File: config.mk
export PLATFORM = sky130hd
export DESIGN_NAME = obb_integrator
export DESIGN_NICKNAME = d
export VERILOG_FILES = /design/src/rtl/obb_pkg.sv /design/src/rtl/obb_wall_clamp.sv /design/src/rtl/obb_integrator.sv
export SDC_FILE = /design/constraint.sdc
export NUM_CORES = 1
export LEC_CHECK = 0
export CAP_MARGIN = 20
export CORE_MARGIN = 2
export CORE_UTILIZATION = 52
export CTS_BUF_LIST = sky130_fd_sc_hd__clkbuf_8 sky130_fd_sc_hd__clkbuf_16
export CTS_CLUSTER_SIZE = 28
export DETAILED_ROUTE_END_ITERATION = 8
export GPL_TIMING_DRIVEN = 1
export PLACE_DENSITY = 0.92
export REMOVE_ABC_BUFFERS = 1
export SLEW_MARGIN = 20
export SYNTH_ARGS = -nofsm -noshare
export SYNTH_HDL_FRONTEND = slang
export SYNTH_SLANG_ARGS = --single-unit
File: constraint.sdc
create_clock -name clk -period 12 [get_ports clk]
set_input_delay 1.8 -clock clk [delete_from_list [all_inputs] [get_ports clk]]
set_output_delay 1.8 -clock clk [all_outputs]
set_load 0.01 [all_outputs]
File: src/rtl/obb_pkg.sv
// obb_pkg: shared widths, FSM states and helpers for the OBB motion integrator.
package obb_pkg;

    localparam int POS_W    = 24;
    localparam int VEL_W    = 16;
    localparam int ANG_W    = 16;
    localparam int DIM_W    = 8;
    localparam int MASS_W   = 16;
    localparam int POS_FRAC = 8;
    localparam int VEL_FRAC = 8;

    typedef enum logic [2:0] {
        S_IDLE,
        S_VEL,
        S_POS,
        S_WALL,
        S_ANG,
        S_LOAD
    } state_e;

    // Fields that ride through the integrator untouched.
    typedef struct packed {
        logic [ANG_W-1:0]  omega;
        logic [DIM_W-1:0]  width;
        logic [DIM_W-1:0]  height;
        logic [MASS_W-1:0] inv_mass;
        logic [MASS_W-1:0] inertia;
        logic [MASS_W-1:0] inv_inertia;
    } pass_t;

    function automatic logic signed [VEL_W-1:0] sat16(input logic signed [VEL_W+1:0] v);
        return (v > 18'sd32767)  ? 16'sh7fff :
               (v < -18'sd32768) ? 16'sh8000 : v[VEL_W-1:0];
    endfunction

endpackage

File: src/rtl/obb_wall_clamp.sv
// obb_wall_clamp: single-axis wall clamp; outside a wall the position snaps to it
// and velocity reflects with saturating negation.
module obb_wall_clamp
    import obb_pkg::*;
(
    input  logic signed [POS_W-1:0] pos_i,
    input  logic signed [VEL_W-1:0] vel_i,
    input  logic signed [POS_W-1:0] min_i,
    input  logic signed [POS_W-1:0] max_i,
    output logic signed [POS_W-1:0] pos_o,
    output logic signed [VEL_W-1:0] vel_o
);

    logic signed [VEL_W-1:0] vel_neg;
    logic                    lo, hi;

    assign vel_neg = (vel_i == 16'sh8000) ? 16'sh7fff : -vel_i;
    assign lo      = pos_i < min_i;
    assign hi      = pos_i > max_i;
    assign pos_o   = lo ? min_i : hi ? max_i : pos_i;
    assign vel_o   = (lo || hi) ? vel_neg : vel_i;

endmodule

File: src/rtl/obb_integrator.sv
// obb_integrator: per-frame semi-implicit Euler step with wall bounce and angle
// advance, feeding the OBB register's parallel-load bus.
module obb_integrator
    import obb_pkg::*;
#(
    parameter int GRAVITY    = 16,
    parameter int DAMP_SHIFT = 0,
    parameter int X_MIN      = 0,
    parameter int X_MAX      = 639,
    parameter int Y_MIN      = 0,
    parameter int Y_MAX      = 479
) (
    input  logic                     clk,
    input  logic                     reset,
    input  logic                     step,
    input  logic                     en,
    input  logic signed [POS_W-1:0]  pos_x,
    input  logic signed [POS_W-1:0]  pos_y,
    input  logic signed [VEL_W-1:0]  vel_x,
    input  logic signed [VEL_W-1:0]  vel_y,
    input  logic [ANG_W-1:0]         angle,
    input  logic [ANG_W-1:0]         omega,
    input  logic [DIM_W-1:0]         width,
    input  logic [DIM_W-1:0]         height,
    input  logic [MASS_W-1:0]        inv_mass,
    input  logic [MASS_W-1:0]        inertia,
    input  logic [MASS_W-1:0]        inv_inertia,
    output logic signed [POS_W-1:0]  ld_pos_x,
    output logic signed [POS_W-1:0]  ld_pos_y,
    output logic signed [VEL_W-1:0]  ld_vel_x,
    output logic signed [VEL_W-1:0]  ld_vel_y,
    output logic [ANG_W-1:0]         ld_angle,
    output logic [ANG_W-1:0]         ld_omega,
    output logic [DIM_W-1:0]         ld_width,
    output logic [DIM_W-1:0]         ld_height,
    output logic [MASS_W-1:0]        ld_inv_mass,
    output logic [MASS_W-1:0]        ld_inertia,
    output logic [MASS_W-1:0]        ld_inv_inertia,
    output logic                     load,
    output logic                     busy,
    output logic                     overrun
);

    localparam logic signed [POS_W-1:0] XLO = POS_W'(X_MIN * (1 << POS_FRAC));
    localparam logic signed [POS_W-1:0] XHI = POS_W'(X_MAX * (1 << POS_FRAC));
    localparam logic signed [POS_W-1:0] YLO = POS_W'(Y_MIN * (1 << POS_FRAC));
    localparam logic signed [POS_W-1:0] YHI = POS_W'(Y_MAX * (1 << POS_FRAC));
    localparam logic signed [VEL_W+1:0] G18 = (VEL_W+2)'(GRAVITY);

    state_e                  state_q, state_d;
    logic signed [POS_W-1:0] px_q, px_d, py_q, py_d;
    logic signed [VEL_W-1:0] vx_q, vx_d, vy_q, vy_d;
    logic [ANG_W-1:0]        ang_q, ang_d;
    pass_t                   pas_q, pas_d;
    logic                    ovr_q, ovr_d;

    logic signed [VEL_W+1:0] vx_e, vy_e, vx_v, vy_v;
    logic signed [POS_W-1:0] wpx, wpy;
    logic signed [VEL_W-1:0] wvx, wvy;

    // Two guard bits keep damping plus gravity exact before saturation.
    assign vx_e = {{2{vx_q[VEL_W-1]}}, vx_q};
    assign vy_e = {{2{vy_q[VEL_W-1]}}, vy_q};
    assign vx_v = vx_e - ((DAMP_SHIFT != 0) ? (vx_e >>> DAMP_SHIFT) : '0);
    assign vy_v = vy_e - ((DAMP_SHIFT != 0) ? (vy_e >>> DAMP_SHIFT) : '0) + G18;

    obb_wall_clamp u_wall_x (
        .pos_i(px_q), .vel_i(vx_q), .min_i(XLO), .max_i(XHI), .pos_o(wpx), .vel_o(wvx)
    );

    obb_wall_clamp u_wall_y (
        .pos_i(py_q), .vel_i(vy_q), .min_i(YLO), .max_i(YHI), .pos_o(wpy), .vel_o(wvy)
    );

    always_comb begin
        state_d = state_q;
        px_d    = px_q;
        py_d    = py_q;
        vx_d    = vx_q;
        vy_d    = vy_q;
        ang_d   = ang_q;
        pas_d   = pas_q;
        ovr_d   = ovr_q | (step && state_q != S_IDLE);
        unique case (state_q)
            S_IDLE: if (step && en) begin
                state_d = S_VEL;
                px_d    = pos_x;
                py_d    = pos_y;
                vx_d    = vel_x;
                vy_d    = vel_y;
                ang_d   = angle;
                pas_d   = '{omega, width, height, inv_mass, inertia, inv_inertia};
            end
            S_VEL: begin
                state_d = S_POS;
                vx_d    = sat16(vx_v);
                vy_d    = sat16(vy_v);
            end
            S_POS: begin
                state_d = S_WALL;
                px_d    = px_q + {{(POS_W-VEL_W){vx_q[VEL_W-1]}}, vx_q};
                py_d    = py_q + {{(POS_W-VEL_W){vy_q[VEL_W-1]}}, vy_q};
            end
            S_WALL: begin
                state_d = S_ANG;
                px_d    = wpx;
                py_d    = wpy;
                vx_d    = wvx;
                vy_d    = wvy;
            end
            S_ANG: begin
                state_d = S_LOAD;
                ang_d   = ang_q + pas_q.omega;
            end
            default: state_d = S_IDLE;
        endcase
    end

    always_ff @(posedge clk or posedge reset) begin
        if (reset) begin
            state_q <= S_IDLE;
            px_q    <= '0;
            py_q    <= '0;
            vx_q    <= '0;
            vy_q    <= '0;
            ang_q   <= '0;
            pas_q   <= '0;
            ovr_q   <= 1'b0;
        end else begin
            state_q <= state_d;
            px_q    <= px_d;
            py_q    <= py_d;
            vx_q    <= vx_d;
            vy_q    <= vy_d;
            ang_q   <= ang_d;
            pas_q   <= pas_d;
            ovr_q   <= ovr_d;
        end
    end

    assign load           = state_q == S_LOAD;
    assign busy           = state_q != S_IDLE;
    assign overrun        = ovr_q;
    assign ld_pos_x       = px_q;
    assign ld_pos_y       = py_q;
    assign ld_vel_x       = vx_q;
    assign ld_vel_y       = vy_q;
    assign ld_angle       = ang_q;
    assign ld_omega       = pas_q.omega;
    assign ld_width       = pas_q.width;
    assign ld_height      = pas_q.height;
    assign ld_inv_mass    = pas_q.inv_mass;
    assign ld_inertia     = pas_q.inertia;
    assign ld_inv_inertia = pas_q.inv_inertia;

endmodule

# Word level (Yosys, flattened, before mapping)
# Cells that the tools add are included.
# Widths: inputs -> output; s select.
# totals
reg_bits	180
elab_cells	80
out_inout_bits	179
inputBits	180
# op_classes
n_reduce_logical	15
bitwise	1
eq_ne	13
mux	24
add_sub_neg	6
magnitude_cmp	8
# op_table
operator	count
$mux 16	11
$mux 24	6
$pmux 24 s3	2
$pmux 16 s3	2
$add 24x24->24	2
$lt 24x1->1 const B	2
$eq 16x16->1 const B	2
$neg 16->16	2
$pmux 16 s2	1
$gt 24x18->1 const B	1
$gt 24x19->1 const B	1
$add 16x6->17 const B	1
$gt 17x16->1 const B	1
$lt 17x16->1 const B	1
$add 16x16->16	1
$gt 16x16->1 const B	1
$lt 16x16->1 const B	1
$pmux 3 s5	1
$reduce_and 3->1	3
$reduce_bool 3->1	3
$eq 3x2->1 const B	2
$eq 3x3->1 const B	2
$ne 3x1->1 const B	2
$ne 2x1->1 const B	2
other kinds (11)	14

# Depth between registers and ports, before layout
# depth
ltp_word	5
depth_mapped	11
mapped_depth_nobuf	11

# Cells and area by module
# From an unflattened synthesis, not the netlist that was laid out.
# unflattened
hier_cells	2049
hier_area_um2	15561.2
# by_module_without_submodules
mod	n_inst	cells_each	area_each_um2	seq_area_each_um2
obb_integrator	1	1327	10989.3	4504.3
obb_wall_clamp (u_wall_x)	1	371	2297.2	0.0
obb_wall_clamp (u_wall_y)	1	351	2274.7	0.0

# Worst setup path after synthesis
# Ideal clock, no wire load.
# synth_path
path_kind	in2reg
startpoint	input step
endpoint	register pas_q (netlist bit ld_inertia[0])
path_stages	7
setup_time_ns	0.125
arrival_ns	3.379
t_required_ns	11.875
slack_ns	8.496
n_path_buf	2
path_cell_list	nand2_1 nor2_1 o21bai_1 nor2_1 clkbuf_1 buf_2 mux2_2
# synth_via
elab_chain_len	2
# synth_lines
element	line_no	rtl
from (decl)	obb_integrator.sv:15	input logic step,
$logic_and 1x1->1	obb_integrator.sv:85	S_IDLE: if (step && en) begin
$reduce_and 2->1 (no source line)	--	
to (signal assigned)	obb_integrator.sv:136	pas_q <= pas_d;
to (decl)	obb_integrator.sv:54	pass_t pas_q, pas_d;
# Every way passes these cells.
# A chain may end at the register's enable or synchronous reset.

# Final worst setup path
# layout_path
startpoint	input step
endpoint	register ang_q[12], in the netlist ld_angle[12]
# layout_via
elab_chain_len	3
# layout_lines
element	line_no	rtl
$logic_and 1x1->1	obb_integrator.sv:85	
$ne 2x2->1 (no source line)	--	
$reduce_and 2->1 (no source line)	--	
to (signal assigned)	obb_integrator.sv:135	ang_q <= ang_d;
to (decl)	obb_integrator.sv:53	logic [ANG_W-1:0] ang_q, ang_d;
# Every way passes these cells.

==> results.cfg <==
[timing]
relSlewSlack_pct = 26.4
slew_viol_final = 0
rsz0062_at_grt = no
setup_tns_ns = 0
skew_ns = 0.0173
post-route-min-period_ns = 4.65
setup_viol = 0
tightest_slew_ns = 1.10
finalCritPeriodShare_pct = 38.7
worst_slack_ns = 7.35
fmax_ghz = 0.215
hold_viol = 0

[synth]
synth-edff-count = 0
yosysTopAreaCellShare_pct = 38.6
synth_area_per_cell_um2 = 9.35
yosysTopAreaCell = dfrtp_1
yosys_warnings = 0
ys_seq_elements = 180
synth_cell_types = 83
synthFlopType = dfrtp_1
async_reset_ff_share_pct = 100
synthCells = 1249
synth_area_leaders = dfrtp_1 (39%), mux2_2 (7.9%), ha_1 (7.2%)
seq_area_frac_synth_pct = 38.6
netlist_area_um2 = 11700

[worst_setup_path]
r2r_setup_slack_ns = 8.46
cp.arrival_ns = 4.97
crit_type = input port to register
critical_path_required_ns = 12.33
startpoint_type = input port
crit_path_end_kind = register
cp_max_fo = 77

[placement]
gp_congestion = 0.931
hpwlAfterDp_mm = 29.5
io_buffers = 358
dpl_cell_area_um2 = 15400
dpl_worst_slack_ns = 6.97

[route]
drc = 0
ant_nets = 0
drtIter0Drc = 1106
drt_pass1_iterations = 8
via_per_inst = 6.30
drt-total-wl_mm = 40.5
via_count = 11800
wire_per_inst_um = 21.7

[worst_hold_path]
hold_path_class = register to register

[layout]
synthToLayoutAreaGrowth_pct = 37.7
postLayoutCoreUtil_pct = 73.2
finalNetCount = 1823
drive_gt1_share_pct = 10.3
final_area_um2 = 16100

[clock_network]
cts_hold_buf = 0
clk_pin_slew_ns = 0.08
cts_max_path_buffers = 2
cts_tree = built
clk_latency_ns = 0.45
htreeDepth = 4
cts.sinks = 180
post_cts_buffers = 0
numCtsBuffers = 17
cts_root_buf = clkbuf_16
cts_resized = 0

[global_routing]
grt_max_degree = 106
antenna_found_initial = 4
grt_pass1_wl_mm = 63.2
grt.overflow.total = 0
grt_usage_pct = 33.5
grt_pass1_vias = 11800

[die]
initial_utilization_pct = 53.2
dieWidth_um = 154
io_pins = 359
die_area_um2 = 23700
row_count = 54
die_y_um = 154
coreArea_um2 = 22000

[job]
max_cap_violations = 0

[power_and_ir_drop]
p_leak_nw = 6.53
max-vdd-ir-drop_uv = 192
fin_total_pwr_w = 0.00553
power_density_nw_per_um2 = 344

[run_status]
outcome = finished clean
==> worst max-delay path, stage by stage <==
cell             delay (ns)
clkdlybuf4s50_1        0.51
nand2_1                0.13
nor2_1                 0.12
o21bai_1               0.07
buf_4                  0.22
nor2_4                 0.56
buf_4                  0.88
mux2_2                 0.41
o21ai_0                0.17
nor3_1                 0.08
==> cells in the mapped netlist, types with 6 or more instances <==
| cell | instances |
|---|---|
| nand3_1 | 28 |
| o21ai_0 | 53 |
| a221oi_1 | 18 |
| a211oi_1 | 16 |
| o21ai_1 | 7 |
| inv_1 | 36 |
| nor3_1 | 27 |
| mux2_2 | 82 |
| dfrtp_1 | 180 |
| o21bai_1 | 13 |
| or3_1 | 9 |
| o31ai_1 | 11 |
| buf_2 | 7 |
| o211ai_1 | 9 |
| nor4_1 | 10 |
| a31oi_1 | 34 |
| and3_1 | 12 |
| xnor2_1 | 30 |
| mux2i_1 | 9 |
| nor2_1 | 119 |
| ha_1 | 67 |
| a22o_1 | 6 |
| nand2_1 | 83 |
| nand4_1 | 7 |
| o21a_1 | 9 |
| a21oi_1 | 123 |
| nor2b_1 | 14 |
| nand2b_1 | 7 |
| a21o_1 | 20 |
| a22oi_1 | 22 |
| clkbuf_1 | 43 |
| xor2_1 | 24 |
==> logic make-up after synthesis <==
| family | Yosys count | synth area share, % |
|---|---|---|
| and+or+nand+nor | 356 | 14.9 |
| DFF | 180 | 38.6 |
| adders and majority gates | 70 | 7.69 |
| xor gates and xnor gates | 54 | 4.05 |
| muxes | 92 | 8.81 |
| buffers and inverters | 102 | 3.92 |
| AOI/OAI and AO/OA | 395 | 22.1 |
==> worst paths after layout <==
path,from,to,depth (start not counted)
worst max-delay path,step,ld_angle[12]$_DFFE_PP0P_,10
worst min register to register,overrun$_DFF_PP0_,overrun$_DFF_PP0_,1
max in group asynchronous,reset,ld_inv_mass[9]$_DFFE_PP0P_,4
min in group asynchronous,reset,ld_inv_mass[0]$_DFFE_PP0P_,2
worst max register to register,state_q[1]$_DFFE_PP0P_,ld_angle[12]$_DFFE_PP0P_,7
worst min-delay path,overrun$_DFF_PP0_,overrun$_DFF_PP0_,1
==> report_power, final <==
part | leakage, nW | internal, W | switching, W
Clock | 0.295 | 0.000288 | 0.000302
Combinational | 4.14 | 0.00172 | 0.00186
Sequential | 2.10 | 0.000925 | 0.000438
==> state kept, by name, summed over array words and instances, names as in the netlist, 16 cells and up <==
signal,count
ld_angle,16
ld_inertia,16
ld_vel_x,16
ld_pos_x,24
ld_inv_mass,16
ld_inv_inertia,16
ld_vel_y,16
ld_omega,16
ld_pos_y,24
==> per-layer routing <==
metal	share of wire, %	vias up	GRT usage, %
met2	50	721	56.9
met5	0	-	0
met3	8.8	129	6.26
met4	3.8	0	13.9
met1	38	5641	42.3
li1	-	5290	-
==> area by class of cell <==
class | count | area (um^2)
clock buffer | 17 | 425
multi-input combinational | 967 | 6750
sequential | 180 | 4500
inverter | 37 | 144
timing repair buffer | 370 | 3700
antenna | 4 | 10.0
fill | 1519 | 5880
tap | 280 | 350
clock inverter | 15 | 204
==> metrics by stage <==
step | instances | hold WS, ns
6_report | 1870 | 0.461
3_3_place_gp | 1833 | 0.442
3_5_place_dp | 1833 | 0.444
2_1_floorplan | 1184 | 0.493
5_1_grt | 1870 | 0.489
4_1_cts | 1865 | 0.461
==> cell usage in the layout, fill, tap and decap left out, types with 5 or more instances in the layout <==
cell type / Yosys / layout
a211oi_1: 16 / 16
a21o_1: 20 / 20
a21oi_1: 123 / 121
a21oi_2: 5 / 7
a221oi_1: 18 / 18
a22o_1: 6 / 6
a22oi_1: 22 / 22
a31oi_1: 34 / 34
and3_1: 12 / 12
buf_4: 5 / 10
clkbuf_16: 0 / 17
clkdlybuf4s50_1: 0 / 358
clkinv_8: 0 / 7
dfrtp_1: 180 / 180
ha_1: 67 / 67
inv_1: 36 / 35
mux2_2: 82 / 82
mux2i_1: 9 / 9
nand2_1: 83 / 83
nand2b_1: 7 / 6
nand3_1: 28 / 28
nand4_1: 7 / 7
nor2_1: 119 / 117
nor2b_1: 14 / 14
nor3_1: 27 / 27
nor3b_1: 5 / 5
nor4_1: 10 / 10
o211ai_1: 9 / 9
o21a_1: 9 / 9
o21ai_0: 53 / 53
o21ai_1: 7 / 7
o21bai_1: 13 / 13
o22ai_1: 5 / 5
o31ai_1: 11 / 11
or2_2: 5 / 5
or3_1: 9 / 9
xnor2_1: 30 / 30
xor2_1: 24 / 24
Power figures use the tool's default switching activity.
